===== src/rtl/half_pwm_cap_pkg.sv =====
// Shared types and constants for the half-bridge PWM capture monitor.
package half_pwm_cap_pkg;

    localparam int unsigned CAP_RAM_WIDTH = 32;
    localparam int unsigned STATE_W       = 3;

    localparam logic [CAP_RAM_WIDTH-1:0] CAP_SAT_MAX = {CAP_RAM_WIDTH{1'b1}};

    localparam logic [STATE_W-1:0] ST_IDLE   = 3'd0;
    localparam logic [STATE_W-1:0] ST_GAP_A  = 3'd1;
    localparam logic [STATE_W-1:0] ST_HIGH_A = 3'd2;
    localparam logic [STATE_W-1:0] ST_GAP_B  = 3'd3;
    localparam logic [STATE_W-1:0] ST_HIGH_B = 3'd4;

    typedef enum logic [1:0] {
        CNT_HOLD  = 2'd0,
        CNT_CLEAR = 2'd1,
        CNT_LOAD1 = 2'd2,
        CNT_INC   = 2'd3
    } cnt_op_e;

    // All-ones value for a counter of the given width (width up to CAP_RAM_WIDTH).
    function automatic logic [CAP_RAM_WIDTH-1:0] sat_max(input int unsigned width);
        return CAP_SAT_MAX >> (CAP_RAM_WIDTH - width);
    endfunction

endpackage


===== src/rtl/pwm_sat_counter.sv =====
// Working interval counter: clear, load-1 or saturating increment.
// sat_hit is high in the cycle an increment lands on all-ones.
module pwm_sat_counter
    import half_pwm_cap_pkg::*;
#(
    parameter int unsigned W = CAP_RAM_WIDTH
) (
    input  logic         clk,
    input  logic         rst,
    input  cnt_op_e      op,
    output logic [W-1:0] cnt,
    output logic         sat_hit
);

    localparam logic [W-1:0] ONES = W'(sat_max(W));
    localparam logic [W-1:0] ZERO = {W{1'b0}};
    localparam logic [W-1:0] ONE  = {{(W-1){1'b0}}, 1'b1};

    logic [W-1:0] cnt_d;
    logic [W-1:0] cnt_q;

    // next count; an increment sticks once all-ones is reached
    always_comb begin
        cnt_d   = cnt_q;
        sat_hit = 1'b0;
        case (op)
            CNT_HOLD:  cnt_d = cnt_q;
            CNT_CLEAR: cnt_d = ZERO;
            CNT_LOAD1: cnt_d = ONE;
            CNT_INC: begin
                if (cnt_q != ONES) begin
                    cnt_d   = cnt_q + ONE;
                    sat_hit = ((cnt_q + ONE) == ONES);
                end else begin
                    cnt_d   = cnt_q;
                    sat_hit = 1'b0;
                end
            end
            default: cnt_d = cnt_q;
        endcase
    end

    // counter register
    always_ff @(posedge clk) begin
        if (rst) begin
            cnt_q <= ZERO;
        end else begin
            cnt_q <= cnt_d;
        end
    end

    assign cnt = cnt_q;

endmodule


===== src/rtl/half_pwm_capture.sv =====
// Half-bridge gate monitor: measures dead/high intervals of A and B per frame and flags
// overlap, ordering and saturation. Macro HALF_PWM_CAPTURE_SYNC_EN adds a 2-flop input synchroniser.
module half_pwm_capture
    import half_pwm_cap_pkg::*;
#(
    parameter int unsigned _RAM_WIDTH = CAP_RAM_WIDTH
) (
    input  logic                  io_clk,
    input  logic                  io_rst,
    input  logic                  io_en,
    input  logic                  io_defaultLevel,
    input  logic                  io_pulseIn_a,
    input  logic                  io_pulseIn_b,
    output logic [_RAM_WIDTH-1:0] die_a_cnt,
    output logic [_RAM_WIDTH-1:0] pulse_a_cnt,
    output logic [_RAM_WIDTH-1:0] die_b_cnt,
    output logic [_RAM_WIDTH-1:0] pulse_b_cnt,
    output logic                  meas_valid,
    output logic                  overlap_err,
    output logic                  seq_err,
    output logic                  sat_err
);

    localparam logic [_RAM_WIDTH-1:0] ZERO = {_RAM_WIDTH{1'b0}};

    logic a_d, b_d, a_q, b_q;

`ifdef HALF_PWM_CAPTURE_SYNC_EN
    logic [1:0] sync_a_d, sync_a_q, sync_b_d, sync_b_q;

    // synchroniser shift and normalisation of its output
    always_comb begin
        sync_a_d = {sync_a_q[0], io_pulseIn_a};
        sync_b_d = {sync_b_q[0], io_pulseIn_b};
        a_d      = sync_a_q[1] ^ io_defaultLevel;
        b_d      = sync_b_q[1] ^ io_defaultLevel;
    end

    // synchroniser flops park at the inactive level so reset never looks like an edge
    always_ff @(posedge io_clk) begin
        if (io_rst) begin
            sync_a_q <= {2{io_defaultLevel}};
            sync_b_q <= {2{io_defaultLevel}};
        end else begin
            sync_a_q <= sync_a_d;
            sync_b_q <= sync_b_d;
        end
    end
`else
    // direct normalisation: 1 means active regardless of gate polarity
    always_comb begin
        a_d = io_pulseIn_a ^ io_defaultLevel;
        b_d = io_pulseIn_b ^ io_defaultLevel;
    end
`endif

    logic [STATE_W-1:0]    state_d, state_q;
    cnt_op_e               cnt_op;
    logic [_RAM_WIDTH-1:0] cnt;
    logic                  sat_hit;
    logic [_RAM_WIDTH-1:0] die_a_w_d, die_a_w_q, pulse_a_w_d, pulse_a_w_q, die_b_w_d, die_b_w_q;
    logic [_RAM_WIDTH-1:0] die_a_res_d, die_a_res_q, pulse_a_res_d, pulse_a_res_q;
    logic [_RAM_WIDTH-1:0] die_b_res_d, die_b_res_q, pulse_b_res_d, pulse_b_res_q;
    logic                  meas_valid_d, meas_valid_q, overlap_err_d, overlap_err_q;
    logic                  seq_err_d, seq_err_q, sat_err_d, sat_err_q;

    pwm_sat_counter #(
        .W(_RAM_WIDTH)
    ) u_work_cnt (
        .clk    (io_clk),
        .rst    (io_rst),
        .op     (cnt_op),
        .cnt    (cnt),
        .sat_hit(sat_hit)
    );

    // phase sequencing; the shared counter always holds the current phase length
    always_comb begin
        state_d       = state_q;
        cnt_op        = CNT_HOLD;
        die_a_w_d     = die_a_w_q;
        pulse_a_w_d   = pulse_a_w_q;
        die_b_w_d     = die_b_w_q;
        die_a_res_d   = die_a_res_q;
        pulse_a_res_d = pulse_a_res_q;
        die_b_res_d   = die_b_res_q;
        pulse_b_res_d = pulse_b_res_q;
        meas_valid_d  = 1'b0;
        overlap_err_d = 1'b0;
        seq_err_d     = 1'b0;
        if (!io_en) begin
            state_d = ST_IDLE;
            cnt_op  = CNT_CLEAR;
        end else if (state_q == ST_IDLE) begin
            state_d = ST_GAP_A;
            cnt_op  = CNT_CLEAR;
        end else if (a_q && b_q) begin
            overlap_err_d = 1'b1;
            state_d       = ST_GAP_A;
            cnt_op        = CNT_CLEAR;
            die_a_w_d     = ZERO;
            pulse_a_w_d   = ZERO;
            die_b_w_d     = ZERO;
        end else begin
            case (state_q)
                ST_GAP_A: begin
                    if (a_q) begin
                        die_a_w_d = cnt;
                        state_d   = ST_HIGH_A;
                        cnt_op    = CNT_LOAD1;
                    end else if (b_q) begin
                        seq_err_d = 1'b1;
                        cnt_op    = CNT_CLEAR;
                    end else begin
                        cnt_op = CNT_INC;
                    end
                end
                ST_HIGH_A: begin
                    if (a_q) begin
                        cnt_op = CNT_INC;
                    end else if (b_q) begin
                        pulse_a_w_d = cnt;
                        die_b_w_d   = ZERO;
                        state_d     = ST_HIGH_B;
                        cnt_op      = CNT_LOAD1;
                    end else begin
                        pulse_a_w_d = cnt;
                        state_d     = ST_GAP_B;
                        cnt_op      = CNT_LOAD1;
                    end
                end
                ST_GAP_B: begin
                    if (a_q) begin
                        seq_err_d = 1'b1;
                        die_a_w_d = ZERO;
                        state_d   = ST_HIGH_A;
                        cnt_op    = CNT_LOAD1;
                    end else if (b_q) begin
                        die_b_w_d = cnt;
                        state_d   = ST_HIGH_B;
                        cnt_op    = CNT_LOAD1;
                    end else begin
                        cnt_op = CNT_INC;
                    end
                end
                ST_HIGH_B: begin
                    if (b_q) begin
                        cnt_op = CNT_INC;
                    end else begin
                        die_a_res_d   = die_a_w_q;
                        pulse_a_res_d = pulse_a_w_q;
                        die_b_res_d   = die_b_w_q;
                        pulse_b_res_d = cnt;
                        meas_valid_d  = 1'b1;
                        cnt_op        = CNT_LOAD1;
                        if (a_q) begin
                            die_a_w_d = ZERO;
                            state_d   = ST_HIGH_A;
                        end else begin
                            state_d = ST_GAP_A;
                        end
                    end
                end
                default: begin
                    state_d = ST_IDLE;
                    cnt_op  = CNT_CLEAR;
                end
            endcase
        end
    end

    // saturation strobe follows the counter's first arrival at all-ones
    always_comb begin
        sat_err_d = sat_hit;
    end

    // state, samples, working and result registers
    always_ff @(posedge io_clk) begin
        if (io_rst) begin
            state_q       <= ST_IDLE;
            a_q           <= 1'b0;
            b_q           <= 1'b0;
            die_a_w_q     <= ZERO;
            pulse_a_w_q   <= ZERO;
            die_b_w_q     <= ZERO;
            die_a_res_q   <= ZERO;
            pulse_a_res_q <= ZERO;
            die_b_res_q   <= ZERO;
            pulse_b_res_q <= ZERO;
            meas_valid_q  <= 1'b0;
            overlap_err_q <= 1'b0;
            seq_err_q     <= 1'b0;
            sat_err_q     <= 1'b0;
        end else begin
            state_q       <= state_d;
            a_q           <= a_d;
            b_q           <= b_d;
            die_a_w_q     <= die_a_w_d;
            pulse_a_w_q   <= pulse_a_w_d;
            die_b_w_q     <= die_b_w_d;
            die_a_res_q   <= die_a_res_d;
            pulse_a_res_q <= pulse_a_res_d;
            die_b_res_q   <= die_b_res_d;
            pulse_b_res_q <= pulse_b_res_d;
            meas_valid_q  <= meas_valid_d;
            overlap_err_q <= overlap_err_d;
            seq_err_q     <= seq_err_d;
            sat_err_q     <= sat_err_d;
        end
    end

    assign die_a_cnt   = die_a_res_q;
    assign pulse_a_cnt = pulse_a_res_q;
    assign die_b_cnt   = die_b_res_q;
    assign pulse_b_cnt = pulse_b_res_q;
    assign meas_valid  = meas_valid_q;
    assign overlap_err = overlap_err_q;
    assign seq_err     = seq_err_q;
    assign sat_err     = sat_err_q;

endmodule


===== config.mk =====
export PLATFORM = sky130hd
export DESIGN_NAME = half_pwm_capture
export DESIGN_NICKNAME = d
export VERILOG_FILES = /design/src/rtl/half_pwm_cap_pkg.sv /design/src/rtl/pwm_sat_counter.sv /design/src/rtl/half_pwm_capture.sv
export SDC_FILE = /design/constraint.sdc
export NUM_CORES = 1
export LEC_CHECK = 0
export ABC_AREA = 1
export BUFFER_PORTS_ARGS = -buffer_cell sky130_fd_sc_hd__buf_4
export CORE_ASPECT_RATIO = 0.7
export CORE_MARGIN = 3
export CORE_UTILIZATION = 60
export CTS_BUF_LIST = sky130_fd_sc_hd__clkbuf_8
export CTS_CLUSTER_SIZE = 16
export DETAILED_ROUTE_END_ITERATION = 8
export GPL_ROUTABILITY_DRIVEN = 0
export PLACE_DENSITY = 0.82
export SLEW_MARGIN = 20
export SYNTH_ARGS = -nofsm -noshare
export SYNTH_HDL_FRONTEND = slang
export SYNTH_SLANG_ARGS = --single-unit

===== constraint.sdc =====
create_clock -name io_clk -period 2.07 [get_ports io_clk]
set_input_delay 0.414 -clock io_clk [delete_from_list [all_inputs] [get_ports io_clk]]
set_output_delay 0.414 -clock io_clk [all_outputs]
set_load 0.05 [all_outputs]

==> flow_metrics.tcl, run 1 <==
set metrics [dict create \
    status "finished clean" \
    fin_skew_ps 14.17 \
    rows 39 \
    postCtsHoldBufs 0 \
    min_path_type "input port to register" \
    pwr-share-comb_pct 2.1 \
    ys.flop_type "dfxtp_1" \
    io_pins 138 \
    power.density_nw_per_um2 768.0 \
    drive_above_1_share_pct 18.43 \
    area_growth_pct 20.52 \
    max-slew-margin-rel_pct 24.61 \
    fin_crit_sh_pct 94.44 \
    die-area_um2 19290 \
    cp-end-kind "register" \
    r2r_cells 13 \
    initialDrtViolationCount 1571 \
    fin_cells 1809 \
    clock-sinks 265 \
    setup_tns_ps 0 \
    die_w_um 164.7 \
    diodes 0 \
    clk_pin_slew_worst_paths_ps 60 \
    rsz0062_at_grt "false" \
    cp_max_fo 7 \
    power.net_switching_mw 2.122 \
    numPortBuffers 137 \
    p_int_mw 7.675 \
    synth_cell_types 39 \
    ys_warn_count 0 \
    worst_slack_ps 115.0 \
    fmax_mhz 511.5 \
    syn_area_um2 10580 \
    p_sw_share_pct 21.66 \
    wl_per_cell_um 16.63 \
    antenna_found_initial 0 \
    final_net_count 1565 \
    cpMostUsedCell "nand2_1" \
    crit_chain "ha_4 > nand3_4 > nor2_8 > nand2_1 > nand2_1 > nand2_1 > nor2_1 > nand2_1 > nor2_1 > nand2_1 > nor2_1 > nand4_1 > nor2_1" \
    timing.rr.start "u_work_cnt.cnt[0]$_SDFFE_PP0P_" \
    p_seq_share_pct 52.3 \
    place_ws_ps 68.61 \
    grt_usage_pct 30.83 \
    die_h_um 117.1 \
    grt_start_max_net_pins 164 \
    whs_endpoint "b_q$_SDFF_PP0_" \
    syn_area_per_cell_um2 7.381 \
    cts_root_buf "clkbuf_8" \
    cp-start-kind "register" \
    dp_hpwl_mm 20.09 \
    tightest_slew_ps 1131 \
    grt_overflow 0 \
    start_util_pct 63.05 \
    viasPerCell 5.721 \
    hold_viol 0 \
    timing.hold.ws_ps 152.7 \
    grt_first_pass_wirelength_mm 48.12 \
    ys_seq_area_share_pct 50.12 \
    synth_fp_nets 1442 \
    p_clk_share_pct 45.6 \
    peakVddDrop_uv 682.2 \
    cts_tree "done" \
    critical_path_required_ps 2520 \
    rrSetupSlack_ps 110 \
    worstSkewPairLatency_ps 520 \
    drc 0 \
    cts_made_buffers 39 \
    route.vias.total 10350 \
    slew_viol_final 0 \
    coreArea_um2 16790 \
    drt_wl_total_mm 30.09 \
    synth-async-reset-ratio_pct 0 \
    synth-edff-count 0 \
    max_stage_delay_ps 410 \
    ant_nets 0 \
    worstHoldPathCells 3 \
    setup_viol 0 \
    worstSetupPathType "register to register" \
    netlist_instances 1434 \
    leakagePower_nw 5.509 \
    first_global_vias 9467 \
    hp-start "io_pulseIn_b" \
    max_cap_viol_count 0 \
    period_minus_slack_ps 1955 \
    r2r_end "sat_err$_SDFF_PP0_" \
    clockBufferDepth 3 \
    critPathArrivalTime_ps 2410 \
    post-place-cells 1739 \
    h-tree-depth 2 \
    ys_seq_elements 265 \
    firstDrtPassIters 9 \
    startpoint "u_work_cnt.cnt[0]$_SDFFE_PP0P_" \
    cpMaxStageDelayCell "dfxtp_2" \
]
## cells in the final DEF (no fill, tap or decap), types with 2 or more instances in the layout
cell,n
inv_1,79
bufinv_16,3
buf_4,163
nand4_1,7
buf_12,8
nor3_2,3
xnor2_1,2
nor2_4,4
clkinv_2,4
nor3_1,4
dfxtp_2,5
nor2_1,325
nand2_2,6
nor2_2,13
o21ai_0,172
a21oi_2,9
clkbuf_8,49
inv_2,9
nand2_4,2
dfxtp_1,260
a21oi_1,126
nand2_1,190
xor2_1,6
nand3_1,103
nand3_2,5
o21ai_1,10
## kinds of logic after synthesis
| logic type | after synthesis | share of synthesized area, % |
|---|---|---|
| flops | 265 | 50.12 |
| buf+inv | 168 | 6.348 |
| simple gates | 671 | 27.12 |
| xor+xnor | 8 | 0.6620 |
| compound gates | 320 | 15.51 |
| fa+ha+maj | 2 | 0.2364 |
## Yosys cell counts, types with 4 or more instances
library cell | instances | area (µm²)
clkbuf_1 | 65 | 244.0
buf_1 | 8 | 30.03
o21ai_1 | 10 | 50.05
buf_2 | 12 | 60.06
a21oi_2 | 9 | 78.83
nand2_2 | 5 | 31.28
nor3_1 | 5 | 25.02
inv_1 | 69 | 259.0
o21ai_0 | 172 | 860.8
nand3_2 | 4 | 40.04
nor2_1 | 330 | 1239
nand4_1 | 7 | 43.79
dfxtp_1 | 265 | 5305
nor2_2 | 8 | 50.05
inv_2 | 9 | 33.78
nor2_4 | 4 | 45.04
nand3_1 | 104 | 520.5
xor2_1 | 6 | 52.55
nand2_1 | 191 | 716.9
a21oi_1 | 126 | 630.6
## repair_timing
action	4_1_cts	5_1_grt
hold endpoints to repair	0	0
endpoints found under the setup margin	0	31
setup buffers	0	2
resized for setup	0	15
## worst max-delay path, delay by kind of cell (launching register included)
family | cells | cell delay, ps
adder cells (fa/ha/maj) | 1 | 180
flip-flops | 1 | 410
AND/OR/NAND/NOR | 12 | 1280
## worst max-delay path by stage
stage / end / slack, ps
2_1_floorplan: u_work_cnt.cnt[1]$_SDFFE_PP0P_ / 280
3_3_place_gp: u_work_cnt.cnt[30]$_SDFFE_PP0P_ / 170
3_5_place_dp: sat_err$_SDFF_PP0_ / 70
4_1_cts: sat_err$_SDFF_PP0_ / 30
5_1_grt: sat_err$_SDFF_PP0_ / 6
6_report: sat_err$_SDFF_PP0_ / 110
## final cells by class
cell class	instances	area (µm²)
fill	1287	4030
inverter	79	297.8
clock buffer	49	674.4
timing repair buffer	171	1384
multi-input combinational	1001	4644
sequential	265	5311
clock inverter	19	162.7
tap	225	281.5
## flip-flops by register name, summed over array words and instances, names as in the netlist
register and count:
u_work_cnt.cnt 32, die_b_cnt 32, overlap_err 1, die_a_cnt 32
pulse_b_cnt 32, seq_err 1, b_q 1, pulse_a_w_q 32
sat_err 1, a_q 1, state_q 3, die_a_w_q 32
pulse_a_cnt 32, die_b_w_q 32, meas_valid 1
## per-layer routing
layer | global-route usage, % | part of all wire [%] | vias to the layer above
met3 | 6.648 | 10 | 85
met4 | 11.12 | 3.1 | 0
li1 | - | - | 4922
met5 | 0 | 0 | -
met2 | 45.70 | 42 | 579
met1 | 44.60 | 44 | 4763
## metrics by stage
step / total power [mW] / area, µm² / utilization, %
after floorplan: 5.376 / 10580 / -
after global placement: 5.427 / 11860 / 70.65
after detailed placement: 5.431 / 11860 / 70.65
after CTS: 9.834 / 12700 / 75.64
after global routing: 10.09 / 12760 / 75.99
final: 9.797 / 12760 / 75.99
## power groups by stage
| stage | Combinational (mW) | Clock, mW | Sequential [mW] |
|---|---|---|---|
| floorplan | 0.145 | 0 | 5.23 |
| global placement | 0.194 | 0 | 5.23 |
| detailed placement | 0.198 | 0 | 5.23 |
| CTS | 0.200 | 4.51 | 5.12 |
| finish | 0.204 | 4.47 | 5.12 |
| global route | 0.223 | 4.75 | 5.12 |
Power figures use the tool's default switching activity.
==> run 2, diff against run 1 <==
--- a/config.mk
+++ b/config.mk
@@ -5,7 +5,6 @@
 export SDC_FILE = /design/constraint.sdc
 export NUM_CORES = 1
 export LEC_CHECK = 0
-export ABC_AREA = 1
 export BUFFER_PORTS_ARGS = -buffer_cell sky130_fd_sc_hd__buf_4
 export CORE_ASPECT_RATIO = 0.7
 export CORE_MARGIN = 3
@@ -14,7 +13,7 @@
 export CTS_CLUSTER_SIZE = 16
 export DETAILED_ROUTE_END_ITERATION = 8
 export GPL_ROUTABILITY_DRIVEN = 0
-export PLACE_DENSITY = 0.82
+export PLACE_DENSITY_LB_ADDON = 0.25
 export SLEW_MARGIN = 20
 export SYNTH_ARGS = -nofsm -noshare
 export SYNTH_HDL_FRONTEND = slang
==> run 2 against run 1 <==
  * The run now ends with setup timing left
  * Total power is 6.0% lower
  * First-iteration DRC count is 6.9% lower
  * Critical path depth is 5 lower
  * Count of clock-buffer cells in the layout is 4 lower
  * Setup slack worse by 120 ps
  * Synthesized cell count is 6.2% lower
  * Synthesized area is 0.31% lower
  * Critical path type unchanged
==> flow_metrics.tcl, run 2 <==
set metrics [dict create \
    status "complete, but fails checks" \
    violations "setup timing" \
    ys_warn_count 0 \
    grt_first_pass_wirelength_mm 47.22 \
    synth_fp_nets 1353 \
    cp_top_family "simple AND/OR/NAND/NOR gates" \
    cp_max_fo 6 \
    die-area_um2 19240 \
    hold_viol 0 \
    synth-async-reset-ratio_pct 0 \
    clockBufferDepth 3 \
    placed_cell_area_um2 11980 \
    h-tree-depth 2 \
    fin_crit_sh_pct 100.5 \
    regArea_um2 5316 \
    synth_top_cell_area_share_pct 50.28 \
    area_growth_pct 21.14 \
    leakagePower_nw 4.651 \
    synth_most_common_cell "nand2_1" \
    worstSetupPathType "register to register" \
    route.vias.total 10190 \
    crit_chain "nand4_4 > buf_4 > or4_4 > buf_2 > o21a_1 > o22ai_2 > nor4_1 > o211a_1" \
    io_pins 138 \
    cts_tree "done" \
    ys_seq_elements 265 \
    first_global_vias 8962 \
    ys.flop_type "dfxtp_1" \
    cpMaxStageDelayCell "or4_4" \
    postCtsHoldBufs 0 \
    yosys-top-cells-area "dfxtp_1 (50%), nand2_1 (13%), a21oi_1 (12%), clkbuf_1 (3.3%), nand4_1 (2.4%)" \
    coreArea_um2 16790 \
    final_net_count 1472 \
    multi_input_area_um2 4723 \
    min_path_type "input port to register" \
    die_w_um 164.5 \
    cp-start-kind "register" \
    gr-max-usage-layer "met2" \
    rsz0062_at_grt "true" \
    cts_root_buf "clkbuf_8" \
    layout_common_cells "nand2_1 (371), dfxtp_1 (256), a21oi_1 (254)" \
    grt_usage_pct 30.95 \
    peakVddDrop_uv 456.3 \
    grt_use_met3_pct 6.015 \
    grt_start_max_net_pins 229 \
    drt_wl_total_mm 30.83 \
    drive_above_1_share_pct 19.83 \
    slew_viol_final 0 \
    power.density_nw_per_um2 720.4 \
    layout_commonest_cell "nand2_1" \
    diodes 0 \
    worst_slack_ps -9.438 \
    synth_cell_types 61 \
    numPortBuffers 137 \
    syn_area_um2 10550 \
    drc 0 \
    setup_viol 1 \
    ant_nets 0 \
    met2_usage_pct 48.06 \
    grt_overflow 0 \
    antenna_found_initial 0 \
    die_h_um 117.0 \
    fillers 1279 \
    final_cell_area_um2 12780 \
    fmax_mhz 480.9 \
    fin_skew_ps 15.46 \
    wl_per_cell_um 18.00 \
    worstSkewPairLatency_ps 520 \
    max_cap_viol_count 0 \
    dp_hpwl_mm 19.29 \
    max_stage_delay_ps 570 \
    power.total_mw 9.208 \
    tightest_slew_ps 950.6 \
    initialDrtViolationCount 1462 \
    fin_cells 1713 \
    cts_made_buffers 38 \
    syn_area_per_cell_um2 7.845 \
    clk_pin_slew_worst_paths_ps 80 \
    viasPerCell 5.948 \
    critPathArrivalTime_ps 2500 \
    ys_seq_area_share_pct 50.28 \
    period_minus_slack_ps 2079 \
    start_util_pct 62.86 \
    cp-end-kind "register" \
    use_met1_pct 43.73 \
    rows 39 \
    firstDrtPassIters 5 \
    post-place-cells 1646 \
    cp_num_buf_inv 2 \
    max-slew-margin-rel_pct 36.62 \
    clock-sinks 265 \
    yosys-top-cells-count "nand2_1 (372), dfxtp_1 (265), a21oi_1 (256)" \
    critical_path_required_ps 2490 \
    synth-edff-count 0 \
    synth_top_area_cell "dfxtp_1" \
    netlist_instances 1345 \
]
run 2: worst reg2reg max path: stages (launching register included):
cell     delay [ps]
dfxtp_2         360
nand4_4         120
buf_4           160
or4_4           570
buf_2           200
o21a_1          200
o22ai_2         180
nor4_1           70
o211a_1         120
run 2: stage by stage:
step / util [%] / TNS [ps] / hold slack (ps) / setup slack, ps
2_1_floorplan: - / 0 / 432.1 / 81.38
3_3_place_gp: 71.36 / 0 / 437.3 / 46.31
3_5_place_dp: 71.36 / -9.852 / 442.1 / -9.852
4_1_cts: 75.54 / 0 / 149.5 / 7.523
5_1_grt: 76.15 / -57.75 / 182.7 / -32.05
6_report: 76.15 / -9.438 / 160.3 / -9.438
run 2: worst paths after layout:
check	startpoint	to	depth (start not counted)	slack (ps)
setup reg to reg	u_work_cnt.cnt[9]$_SDFFE_PP0P_	sat_err$_SDFF_PP0_	8	-9
setup / recovery	u_work_cnt.cnt[9]$_SDFFE_PP0P_	sat_err$_SDFF_PP0_	8	-9
hold reg to reg	pulse_a_w_q[2]$_SDFFE_PP0P_	pulse_a_cnt[2]$_SDFFE_PP0P_	2	450
hold / removal	io_pulseIn_a	a_q$_SDFF_PP0_	3	160
run 2: where the power goes:
| part | internal, mW | switching [mW] | leakage, nW |
|---|---|---|---|
| clock network | 1.96 | 1.90 | 0.418 |
| logic | 0.0578 | 0.171 | 2.09 |
| registers | 5.10 | 0.0128 | 2.14 |
run 2: layer usage:
layer / routed length, µm / share of wire [%]
met1: 12670 / 41
met2: 13800 / 45
met3: 3280 / 11
met4: 1078 / 3.5
met5: 0 / 0
run 2: repair_timing:
action	4_1_cts	5_1_grt
gates resized for setup	1	24
pin swaps	3	4
endpoints found under the setup margin	1	23
gates cloned	0	0
buffers inserted	0	3
hold endpoints to repair	0	0
run 2: logic make-up (layout without fill, tap and decap cells):
kind of cell	count (synthesis)	in the layout	share of synthesized area [%]
buf+inv	139	282	5.988
fa+ha+maj	2	2	0.2371
mux	2	2	0.2016
simple gates	619	619	26.29
xor+xnor	25	25	2.075
flops	265	265	50.28
compound gates	293	293	14.93
run 2: cell type report:
| class | instances | share of cell area, % |
|---|---|---|
| Clock inverter | 19 | 0.5971 |
| Clock buffer | 45 | 4.845 |
| Inverter | 6 | 0.1762 |
| Sequential cell | 265 | 41.59 |
| Tap cell | 225 | 2.202 |
| Timing Repair Buffer | 212 | 13.64 |
| Multi-Input combinational cell | 941 | 36.95 |
==> run 3, diff against run 2 <==
--- a/config.mk
+++ b/config.mk
@@ -6,9 +6,11 @@
 export NUM_CORES = 1
 export LEC_CHECK = 0
 export BUFFER_PORTS_ARGS = -buffer_cell sky130_fd_sc_hd__buf_4
+export CELL_PAD_IN_SITES_DETAIL_PLACEMENT = 1
+export CELL_PAD_IN_SITES_GLOBAL_PLACEMENT = 1
 export CORE_ASPECT_RATIO = 0.7
 export CORE_MARGIN = 3
-export CORE_UTILIZATION = 60
+export CORE_UTILIZATION = 44
 export CTS_BUF_LIST = sky130_fd_sc_hd__clkbuf_8
 export CTS_CLUSTER_SIZE = 16
 export DETAILED_ROUTE_END_ITERATION = 8
==> run 3 against run 2 <==
  * The run still ends with setup timing left
  * Critical path depth shrank 1
  * Register-to-register slack lost 100 ps
  * Core utilization shrank 19 points
  * Clock power grew 12%
  * Critical endpoint unchanged
  * Highest routed layer unchanged
==> flow_metrics.tcl, run 3 (synthesis results as in run 2) <==
set metrics [dict create \
    layout_common_cells "nand2_1 (371), a21oi_1 (254), dfxtp_1 (253)" \
    fin_crit_sh_pct 105.3 \
    ant_nets 0 \
    peakVddDrop_uv 424.9 \
    setup_viol 2 \
    critPathArrivalTime_ps 2660 \
    layout_commonest_cell "nand2_1" \
    max-slew-margin-rel_pct 54.28 \
    max_stage_delay_ps 450 \
    dp_hpwl_mm 23.47 \
    fin_util_pct 56.90 \
    p_seq_share_pct 52.7 \
    gr-max-usage-layer "met2" \
    tightest_slew_ps 685.8 \
    cts_made_buffers 42 \
    clockBufferDepth 3 \
    hold_viol 0 \
    fin_skew_ps 21.25 \
    p_int_mw 7.454 \
    viasPerCell 5.608 \
    grt_first_pass_wirelength_mm 55.54 \
    hp-start "io_pulseIn_b" \
    rows 46 \
    critical_path_required_ps 2550 \
    worstHoldPathCells 3 \
    coreArea_um2 23080 \
    power.density_nw_per_um2 739.1 \
    leakagePower_nw 4.743 \
    cts_root_buf "clkbuf_8" \
    grt_overflow 0 \
    worst_slack_ps -109.3 \
    power.net_switching_mw 2.251 \
    worstSetupPathType "register to register" \
    violations "setup timing" \
    met2_usage_pct 43.22 \
    clock-sinks 265 \
    pwr-share-comb_pct 2.6 \
    period_minus_slack_ps 2179 \
    grt_start_max_net_pins 130 \
    worstSkewPairLatency_ps 540 \
    use_met1_pct 35.94 \
    min_path_type "input port to register" \
    numPortBuffers 137 \
    cp_max_fo 4 \
    r2r_cells 7 \
    initialDrtViolationCount 802 \
    start_util_pct 45.72 \
    io_pins 138 \
    firstDrtPassIters 5 \
    cp-end-kind "register" \
    r2r_end "sat_err$_SDFF_PP0_" \
    slew_viol_final 0 \
    fmax_mhz 458.9 \
    p_sw_share_pct 23.19 \
    route.vias.total 10180 \
    rsz0062_at_grt "true" \
    drt_wl_total_mm 36.49 \
    drive_above_1_share_pct 21.41 \
    final_net_count 1487 \
    crit_chain "nand4_1 > buf_4 > nor4_4 > xnor2_1 > or3_1 > nor4_2 > o211a_1" \
    die_h_um 135.6 \
    first_global_vias 10080 \
    timing.rr.start "u_work_cnt.cnt[2]$_SDFFE_PP0P_" \
    drc 0 \
    rrSetupSlack_ps -110 \
    cp-start-kind "register" \
    area_growth_pct 24.45 \
    max_cap_viol_count 0 \
    die_w_um 191.1 \
    status "complete, but fails checks" \
    whs_endpoint "b_q$_SDFF_PP0_" \
    post-place-cells 1741 \
    clk_pin_slew_worst_paths_ps 70 \
    antenna_found_initial 0 \
    fin_cells 1816 \
    cpMaxStageDelayCell "or3_1" \
    diodes 0 \
    cts_tree "done" \
    grt_usage_pct 26.95 \
    wl_per_cell_um 20.09 \
    h-tree-depth 2 \
    p_clk_share_pct 44.7 \
    die-area_um2 25900 \
    grt_use_met3_pct 5.715 \
]
run 3: through the flow:
| step | TNS [ps] | total power, mW | instance area (µm²) | setup WS [ps] | hold WS (ps) |
|---|---|---|---|---|---|
| final | -120.9 | 9.705 | 13130 | -109.3 | 153.6 |
| after global routing | -290.8 | 10.02 | 13130 | -202.5 | 151.4 |
| after CTS | 0 | 9.765 | 12990 | 2.820 | 140.8 |
| after detailed placement | -9.429 | 5.475 | 12190 | -9.429 | 445.4 |
| after global placement | 0 | 5.472 | 12190 | 71.50 | 441.4 |
| after floorplan | 0 | 5.380 | 10550 | 81.38 | 432.1 |
run 3: repair_timing:
item | CTS | global route
buffers inserted | 0 | 6
pin swaps | 0 | 7
hold buffers | 0 | 0
setup endpoints to repair | 2 | 162
resized for setup | 3 | 32
run 3: layer usage:
layer | vias to the layer above | part of all wire [%]
li1 | 4799 | -
met1 | 4954 | 43
met2 | 340 | 46
met3 | 91 | 7.6
met4 | 0 | 3.1
met5 | - | 0
run 3: critical path: cells and delay by family, from the launching register on:
kind	cells	cell delay, ps
AO/OA/AOI/OAI	1	180
flip-flops	1	370
XOR/XNOR	1	140
buffers and inverters	1	210
AND/OR/NAND/NOR	4	1220
run 3: final cells by class:
type	instances	area (µm²)
multi-input combinational	941	4721
fill	2848	9948
tap	312	390.4
timing repair buffer	223	1878
clock inverter	16	67.56
clock buffer	53	729.5
sequential	265	5323
inverter	6	22.52
run 3: how the worst max path moves through the flow:
stage	startpoint	end	slack [ps]	cells after the start
2_1_floorplan	u_work_cnt.cnt[15]$_SDFFE_PP0P_	u_work_cnt.cnt[0]$_SDFFE_PP0P_	80	7
3_3_place_gp	u_work_cnt.cnt[0]$_SDFFE_PP0P_	sat_err$_SDFF_PP0_	70	8
3_5_place_dp	u_work_cnt.cnt[0]$_SDFFE_PP0P_	sat_err$_SDFF_PP0_	-9	8
4_1_cts	u_work_cnt.cnt[5]$_SDFFE_PP0P_	sat_err$_SDFF_PP0_	3	7
5_1_grt	u_work_cnt.cnt[2]$_SDFFE_PP0P_	sat_err$_SDFF_PP0_	-200	7
6_report	u_work_cnt.cnt[2]$_SDFFE_PP0P_	sat_err$_SDFF_PP0_	-110	7
run 3: power by group through the flow:
stage / clock (mW) / combinational (mW) / sequential (mW)
after global routing: 4.64 / 0.270 / 5.11
after global placement: 0 / 0.243 / 5.23
after detailed placement: 0 / 0.246 / 5.23
final: 4.34 / 0.253 / 5.12
after floorplan: 0 / 0.158 / 5.22
after CTS: 4.40 / 0.247 / 5.12
